**src/rtl/shift_ctrl.sv**
```systemverilog
// Shift-unit sequencer: iterative 1-bit-per-cycle shifter with a done pulse.
// Define SHIFT_CTRL_FAST_EN to compute the whole shift at accept with a barrel shifter.
module shift_ctrl #(
    parameter int DATA_W = 32,
    parameter int AMT_W  = 5
) (
    input  logic              clk,
    input  logic              reset,
    input  logic              start,
    input  logic [2:0]        op,
    input  logic [1:0]        amt_sel,
    input  logic [DATA_W-1:0] reg_B_data,
    input  logic [15:0]       immediate_data,
    input  logic [DATA_W-1:0] mem_data,
    input  logic [AMT_W-1:0]  shamt_data,
    input  logic [DATA_W-1:0] data_in,
    output logic              busy,
    output logic              done,
    output logic [DATA_W-1:0] result
);

    typedef enum logic [1:0] {
        S_IDLE,
        S_SHIFT,
        S_DONE
    } state_t;

    state_t            r_state;
    logic [AMT_W-1:0]  r_cnt;
    logic [2:0]        r_op;
    logic [DATA_W-1:0] r_result;
    logic              r_busy;
    logic              r_done;

    logic [AMT_W-1:0]  w_amt;
    logic              w_is_shift;

    // Only the low amount bits of each source are meaningful.
    logic w_unused;
    assign w_unused = ^{reg_B_data[DATA_W-1:AMT_W], immediate_data[15:6+AMT_W],
                        immediate_data[5:0], mem_data[DATA_W-1:AMT_W]};

    always_comb begin
        w_amt = shamt_data;
        unique case (amt_sel)
            2'b00: w_amt = reg_B_data[AMT_W-1:0];
            2'b01: w_amt = immediate_data[6+AMT_W-1:6];
            2'b10: w_amt = mem_data[AMT_W-1:0];
            2'b11: w_amt = shamt_data;
        endcase
    end

    assign w_is_shift = (op <= 3'b100);

`ifdef SHIFT_CTRL_FAST_EN
    logic w_unused_fast;
    assign w_unused_fast = ^{r_op, r_cnt, w_is_shift};

    function automatic logic [DATA_W-1:0] f_barrel(
        input logic [2:0]        i_op,
        input logic [DATA_W-1:0] i_v,
        input logic [AMT_W-1:0]  i_n
    );
        logic [2*DATA_W-1:0] w_dbl;
        w_dbl = '0;
        f_barrel = i_v;
        unique case (i_op)
            3'b000: f_barrel = i_v << i_n;
            3'b001: f_barrel = i_v >> i_n;
            3'b010: f_barrel = DATA_W'($signed(i_v) >>> i_n);
            3'b011: begin
                w_dbl = {i_v, i_v} << i_n;
                f_barrel = w_dbl[2*DATA_W-1:DATA_W];
            end
            3'b100: begin
                w_dbl = {i_v, i_v} >> i_n;
                f_barrel = w_dbl[DATA_W-1:0];
            end
            default: f_barrel = i_v;
        endcase
    endfunction
`endif

    function automatic logic [DATA_W-1:0] f_step(
        input logic [2:0]        i_op,
        input logic [DATA_W-1:0] i_v
    );
        f_step = i_v;
        unique case (i_op)
            3'b000: f_step = {i_v[DATA_W-2:0], 1'b0};
            3'b001: f_step = {1'b0, i_v[DATA_W-1:1]};
            3'b010: f_step = {i_v[DATA_W-1], i_v[DATA_W-1:1]};
            3'b011: f_step = {i_v[DATA_W-2:0], i_v[DATA_W-1]};
            3'b100: f_step = {i_v[0], i_v[DATA_W-1:1]};
            default: f_step = i_v;
        endcase
    endfunction

    always_ff @(posedge clk or negedge reset) begin
        if (!reset) begin
            r_state  <= S_IDLE;
            r_cnt    <= '0;
            r_op     <= 3'b000;
            r_result <= '0;
            r_busy   <= 1'b0;
            r_done   <= 1'b0;
        end else begin
            r_done <= 1'b0;
            unique case (r_state)
                S_IDLE: begin
                    if (start) begin
                        r_op <= op;
`ifdef SHIFT_CTRL_FAST_EN
                        r_result <= f_barrel(op, data_in, w_amt);
                        r_cnt    <= '0;
                        r_state  <= S_DONE;
                        r_done   <= 1'b1;
`else
                        r_result <= data_in;
                        r_cnt    <= w_amt;
                        if (w_is_shift && (w_amt != '0)) begin
                            r_state <= S_SHIFT;
                            r_busy  <= 1'b1;
                        end else begin
                            r_state <= S_DONE;
                            r_done  <= 1'b1;
                        end
`endif
                    end
                end
                S_SHIFT: begin
                    r_result <= f_step(r_op, r_result);
                    r_cnt    <= r_cnt - AMT_W'(1);
                    if (r_cnt == AMT_W'(1)) begin
                        r_state <= S_DONE;
                        r_busy  <= 1'b0;
                        r_done  <= 1'b1;
                    end
                end
                S_DONE: begin
                    r_state <= S_IDLE;
                end
                default: begin
                    r_state <= S_IDLE;
                    r_busy  <= 1'b0;
                end
            endcase
        end
    end

    assign busy   = r_busy;
    assign done   = r_done;
    assign result = r_result;

endmodule
```
**config.mk**
```make
export PLATFORM = sky130hd
export DESIGN_NAME = shift_ctrl
export DESIGN_NICKNAME = d
export VERILOG_FILES = /design/src/rtl/shift_ctrl.sv
export SDC_FILE = /design/constraint.sdc
export NUM_CORES = 1
export LEC_CHECK = 0
export ABC_AREA = 1
export BUFFER_PORTS_ARGS = -buffer_cell sky130_fd_sc_hd__buf_4
export CORE_ASPECT_RATIO = 0.8
export CORE_MARGIN = 4
export CORE_UTILIZATION = 44
export DETAILED_ROUTE_END_ITERATION = 16
export GPL_TIMING_DRIVEN = 0
export PLACE_DENSITY = 0.92
export SYNTH_ARGS = -nofsm -noshare
export SYNTH_HDL_FRONTEND = slang
export SYNTH_SLANG_ARGS = --single-unit
```
**constraint.sdc**
```tcl
create_clock -name clk -period 1.7 [get_ports clk]
set_input_delay 0.34 -clock clk [delete_from_list [all_inputs] [get_ports clk]]
set_output_delay 0.34 -clock clk [all_outputs]
set_load 0.02 [all_outputs]
```
Yosys cells after proc, flatten, opt, wreduce, memory -nomap -nowiden
Index checks and enable logic that the tools add are counted.
{"block": "word_totals", "ram_bits": 0, "register_bits": 44, "latch_bits": 0, "romBits": 0, "wordCells": 56, "input_bits": 125, "n_memories": 0}
{"block": "op_classes", "n_mul": 0, "div_mod_pow": 0, "reduce_logical": 12, "n_addsub": 1, "shifts": 0, "order_cmp": 1, "n_mux": 18, "n_eq_ne": 16, "bitwise_logic": 1}
{"operator": "one-hot mux 32 bit (5 select lines)", "n": 1}
{"operator": "one-hot mux 32 bit (2 select lines)", "n": 1}
{"operator": "two-way mux 32 bit", "n": 1}
{"operator": "one-hot mux 5 bit (4 select lines)", "n": 1}
{"operator": "one-hot mux 5 bit (2 select lines)", "n": 1}
{"operator": "!= test 2 bit, second input constant", "n": 4}
{"operator": "AND reduction 4 bit", "n": 2}
{"operator": "== test 2 bit, second input constant", "n": 3}
{"operator": "== test 3 x 2 -> 1 bit, second input constant", "n": 2}
{"operator": "two-way mux 1 bit", "n": 6}
{"operator": "two-way mux 2 bit", "n": 3}
{"operator": "!= test 6 x 1 -> 1 bit, second input constant", "n": 1}
{"operator": "AND reduction 2 bit", "n": 3}
{"operator": "== test 5 x 1 -> 1 bit, second input constant", "n": 1}
{"operator": "two-way mux 5 bit", "n": 1}
{"operator": "!= test 5 x 1 -> 1 bit, second input constant", "n": 1}
{"operator": "nonzero test 5 bit", "n": 1}
{"operator": "subtractor 5 x 1 -> 5 bit, second input constant", "n": 1}
{"operator": "== test 2 x 1 -> 1 bit, second input constant", "n": 2}
{"operator": "zero test 2 bit", "n": 2}
{"operator": "one-hot mux 2 bit (2 select lines)", "n": 1}
{"operator": "== test 3 x 1 -> 1 bit, second input constant", "n": 1}
{"operator": "== test 3 bit, second input constant", "n": 1}
{"operator": "less-or-equal comparator 3 bit, second input constant", "n": 1}
{"operator": "other kinds (7)", "n": 7}

Longest topological paths before layout
{"block": "logic_depth", "word_depth": 7, "ltp_mapped": 12, "mapped_depth_nobuf": 11}

Worst setup path after synthesis
No wires, ideal clock.
{"block": "synth_path", "path_type": "input to register", "from": "input port amt_sel[0]", "to": "register r_busy, in the netlist busy", "path_stages": 10, "required_time_ns": 1.582, "n_path_buf": 1, "arrival_ns": 1.268, "path_slack_ns": 0.315, "path_cell_list": "buf_4 -> clkinv_4 -> nand2_2 -> or2_1 -> nand2_2 -> nand3_2 -> o21bai_2 -> nand2_2 -> nand3_1 -> nand2_1"}
{"block": "synth_via", "elab_chain_cells": 6, "elab_cells_between_ends": 9}
{"item": "start: declaration", "line": "11", "rtl": "input logic [1:0] amt_sel,"}
{"item": "== test 2 bit (tied with other cells)", "line": "45", "rtl": "unique case (amt_sel)"}
{"item": "one-hot mux 5 bit (4 select lines) (*)", "line": "45"}
{"item": "nonzero test 5 bit (*)", "line": "121", "rtl": "if (w_is_shift && (w_amt != '0)) begin"}
{"item": "logical AND 1 bit (*)", "line": "121"}
{"item": "!= test 2 bit (no source line) (*)"}
{"item": "AND reduction 4 bit (no source line) (*)"}
{"item": "end signal: assignment", "line": "123", "rtl": "r_busy <= 1'b1;"}
{"item": "end signal: assignment", "line": "136", "rtl": "r_busy <= 1'b0;"}
{"item": "end signal: assignment", "line": "145", "rtl": "r_busy <= 1'b0;"}
{"item": "end: declaration", "line": "32", "rtl": "logic r_busy;"}
Mark *: on every way between the ends. The rest lies on a longest branch, timed or not.
A chain may end at the register's enable or synchronous reset.

Worst setup path after layout
{"block": "layout_path", "from": "register r_op[1]", "to": "register r_result[29], in the netlist result[29]"}
{"block": "layout_via", "elab_chain_cells": 3, "elab_cells_between_ends": 9}
{"item": "start: declaration", "line": "30", "rtl": "logic [2:0] r_op;"}
{"item": "start signal: assignment", "line": "112", "rtl": "r_op <= op;"}
{"item": "== test 3 bit (tied with other cells)", "line": "89", "rtl": "unique case (i_op)"}
{"item": "one-hot mux 32 bit (5 select lines) / != test 6 x 1 -> 1 bit (equally long branches)"}
{"item": "one-hot mux 32 bit (2 select lines) / AND reduction 3 bit (equally long branches)"}
{"item": "end signal: assignment", "line": "119", "rtl": "r_result <= data_in;"}
{"item": "end signal: assignment", "line": "132", "rtl": "r_result <= f_step(r_op, r_result);"}
{"item": "end: declaration", "line": "31", "rtl": "logic [DATA_W-1:0] r_result;"}
Several ways; a longest one is shown, not always the timed one.

==> results.py <==
metrics = {
    "synthesis": {
        "synth_area_leaders": "dfrtp_1 (41%), nand2_1 (20%), nand3_1 (9.3%), o211ai_1 (8.9%), inv_1 (2.7%)",
        "ys_seq_elements": 44,
        "syn_inst": 367,
        "syn-cell-area_mm2": 0.00269,
        "synthFlopType": "dfrtp_1",
        "synth-seq-area-share": 0.410,
        "syn-num-nets": 494,
        "synthArstFlopShare": 1.00,
        "yosysTopAreaCell": "dfrtp_1",
        "yosysTopAreaCellShare": 0.410,
        "yosys-top-cells-count": "nand2_1 (140), nand3_1 (50), dfrtp_1 (44)",
        "yosysMostFrequentCell": "nand2_1",
        "avgSynthCellArea_um2": 7.32,
        "ys.warnings.count": 0,
        "synth_edf_count": 0,
        "synth_cell_types": 29,
    },
    "worst_setup_path": {
        "r2r_slack_ps": 120,
        "critPathKind": "register to register",
        "crit_start": "r_op[1]",
        "r2r_cells": 9,
        "arrival_ps": 1760,
        "r2r-start": "r_op[1]",
        "critical_path.startpoint_type": "register",
        "r2r_end": "result[29]",
        "end_kind": "register",
        "critical_path_peak_fanout": 10,
        "endpoint": "result[29]",
        "critical_path_required_ps": 1890,
    },
    "timing": {
        "worst_slew_pin_slew_ps": 578,
        "fin_skew_ps": 5.73,
        "rsz0062_at_grt": "no",
        "slew_viol_final": 0,
        "timing.hold.ws_ps": 26.5,
        "finalHoldViolations": 0,
        "max_freq_mhz": 634,
        "max_slew_margin": 0.615,
        "fin_setup_tns_ps": 0,
        "setup_viol": 0,
        "period_minus_slack_ps": 1580,
        "period_share": 0.928,
    },
    "cts": {
        "htree_levels": 2,
        "cts_max_path_buffers": 2,
        "cts_sinks": 44,
        "clock_latency_ps": 300,
        "postCtsHoldBufs": 0,
        "cts_root_buf": "clkbuf_8",
        "cts_tree": "done",
        "clkTransAtPathRegs_ps": 80,
        "numCtsBuffers": 5,
    },
    "detailed_routing": {
        "drt_iter0_drc": 249,
        "wl_per_cell_um": 14.7,
        "routed_via_density": 5.44,
        "drt_wl_total_um": 8060,
        "drc": 0,
        "drtAntennaViolNets": 0,
        "vias": 2981,
        "first_pass_iters": 5,
    },
    "floorplanning": {
        "core_area_mm2": 0.00591,
        "ios": 159,
        "fp.dieW_um": 95.4,
        "die_area_mm2": 0.00743,
        "fp.dieH_um": 77.9,
        "start_util": 0.455,
        "rows": 25,
    },
    "grt": {
        "grt_max_degree": 45,
        "overflow": 0,
        "first_global_vias": 2931,
        "track_usage": 0.224,
        "antenna_found_initial": 0,
        "grt_pass1_wl_um": 13300,
    },
    "layout": {
        "antenna_cells": 0,
        "final_layout_size_suffix_gt1_frac": 0.291,
        "final_cells": 548,
        "final_nets": 594,
        "fill_cells": 510,
        "area_growth_pct": 32.9,
    },
    "job": {
        "cap_violations": 0,
    },
    "power": {
        "power.leakage_nw": 1.81,
        "p_sw_mw": 3.90,
        "powerDensity_mw_per_mm2": 2160,
        "clock_power_share": 0.083,
        "seqPwrFrac": 0.280,
        "netSwitchingFraction": 0.507,
        "p_int_mw": 3.80,
        "ir_drop_uv": 1160,
        "power_mw": 7.71,
        "pwr-share-comb": 0.637,
    },
    "placement": {
        "dp_hpwl_um": 6000,
        "dp.cells": 540,
        "place.gp.congestion": 0.854,
        "io_buffers": 92,
    },
    "worst_hold_path": {
        "hold_path.class": "primary input to async pin",
    },
    "outcome": {
        "status": "finished clean",
    },
}
## worst min path at each step
stage          startpoint  slack [ps]  cells past startpoint    endpoint
5_1_grt             reset          80                      1   result[6]
3_5_place_dp        reset         380                      1   result[6]
2_1_floorplan       reset          40                      0        busy
6_report            reset          30                      1   result[6]
4_1_cts             reset          50                      1  result[10]
3_3_place_gp        reset         370                      1   result[6]
## power by group through the flow
stage                     combinational [mW]  clock (mW)  sequential [mW]
after detailed placement                4.83           0             2.16
after global placement                  4.64           0             2.14
after CTS                               4.84       0.644             2.15
final                                   4.91       0.640             2.16
after global routing                    5.44       0.677             2.25
after floorplan                         2.85           0             2.53
## stage by stage
step | setup WS [ps] | utilization | area [um^2]
4_1_cts | 119 | 0.602 | 3560
5_1_grt | 5.93 | 0.604 | 3570
3_5_place_dp | 121 | 0.589 | 3480
6_report | 122 | 0.604 | 3570
2_1_floorplan | 315 | - | 2690
3_3_place_gp | 176 | 0.589 | 3480
## cell usage in the layout (no fill, tap or decap), drive strengths merged
| master | instances |
|---|---|
| ha | 2 |
| inv | 23 |
| o31ai | 1 |
| a21oi | 6 |
| nor2 | 18 |
| or2 | 1 |
| o211ai | 33 |
| o221ai | 5 |
| nand3 | 51 |
| xor2 | 1 |
| dfrtp | 44 |
| o21ai | 12 |
| nand2 | 144 |
| clkbuf | 12 |
| clkinv | 2 |
| o21bai | 1 |
| a31oi | 1 |
| xnor2 | 1 |
| buf | 109 |
## cell families after synthesis
kind of cell | count (synthesis) | synth area share
AND/OR/NAND/NOR | 214 | 0.334
AO/OA/AOI/OAI | 59 | 0.155
buffers and inverters | 46 | 0.0861
flip-flops | 44 | 0.410
XOR/XNOR | 2 | 0.00652
adder cells (fa/ha/maj) | 2 | 0.00931
## worst max-delay path: stages, from the launching register on
cell and delay [ps]:
dfrtp_1 440, nor2_2 220, nand2_1 90, nand2_2 140, inv_2 80, buf_6 140, nand2_1 80, o211ai_2 80
o211ai_1 120, nand2_1 80
## sequential cells by signal, indices dropped and copies added (netlist names)
| signal | flops |
|---|---|
| result | 32 |
| done | 1 |
| busy | 1 |
| r_op | 3 |
| r_cnt | 5 |
| r_state | 2 |
## repair_timing
item / 4_1_cts / 5_1_grt
resized for setup: 0 / 7
buffers inserted: 0 / 1
setup endpoints to repair: 0 / 24
## cell type report
cell class	count	area (um^2)	area share
inverters	24	95.1	0.0266
multi-input cells	277	1360	0.380
clock inverters	1	5.00	0.00140
flip-flops and latches	44	1100	0.308
well taps	81	101	0.0284
repair buffers	93	698	0.196
clock buffers	6	72.6	0.0203
plain buffers	22	140	0.0392
## per-layer routing
metal / global-route usage / share of wire
met3: 0.0484 / 0.077
met5: 0 / 0
met1: 0.297 / 0.41
met2: 0.359 / 0.50
met4: 0.0824 / 0.020
Note: power is estimated with default switching activity, not from simulation.
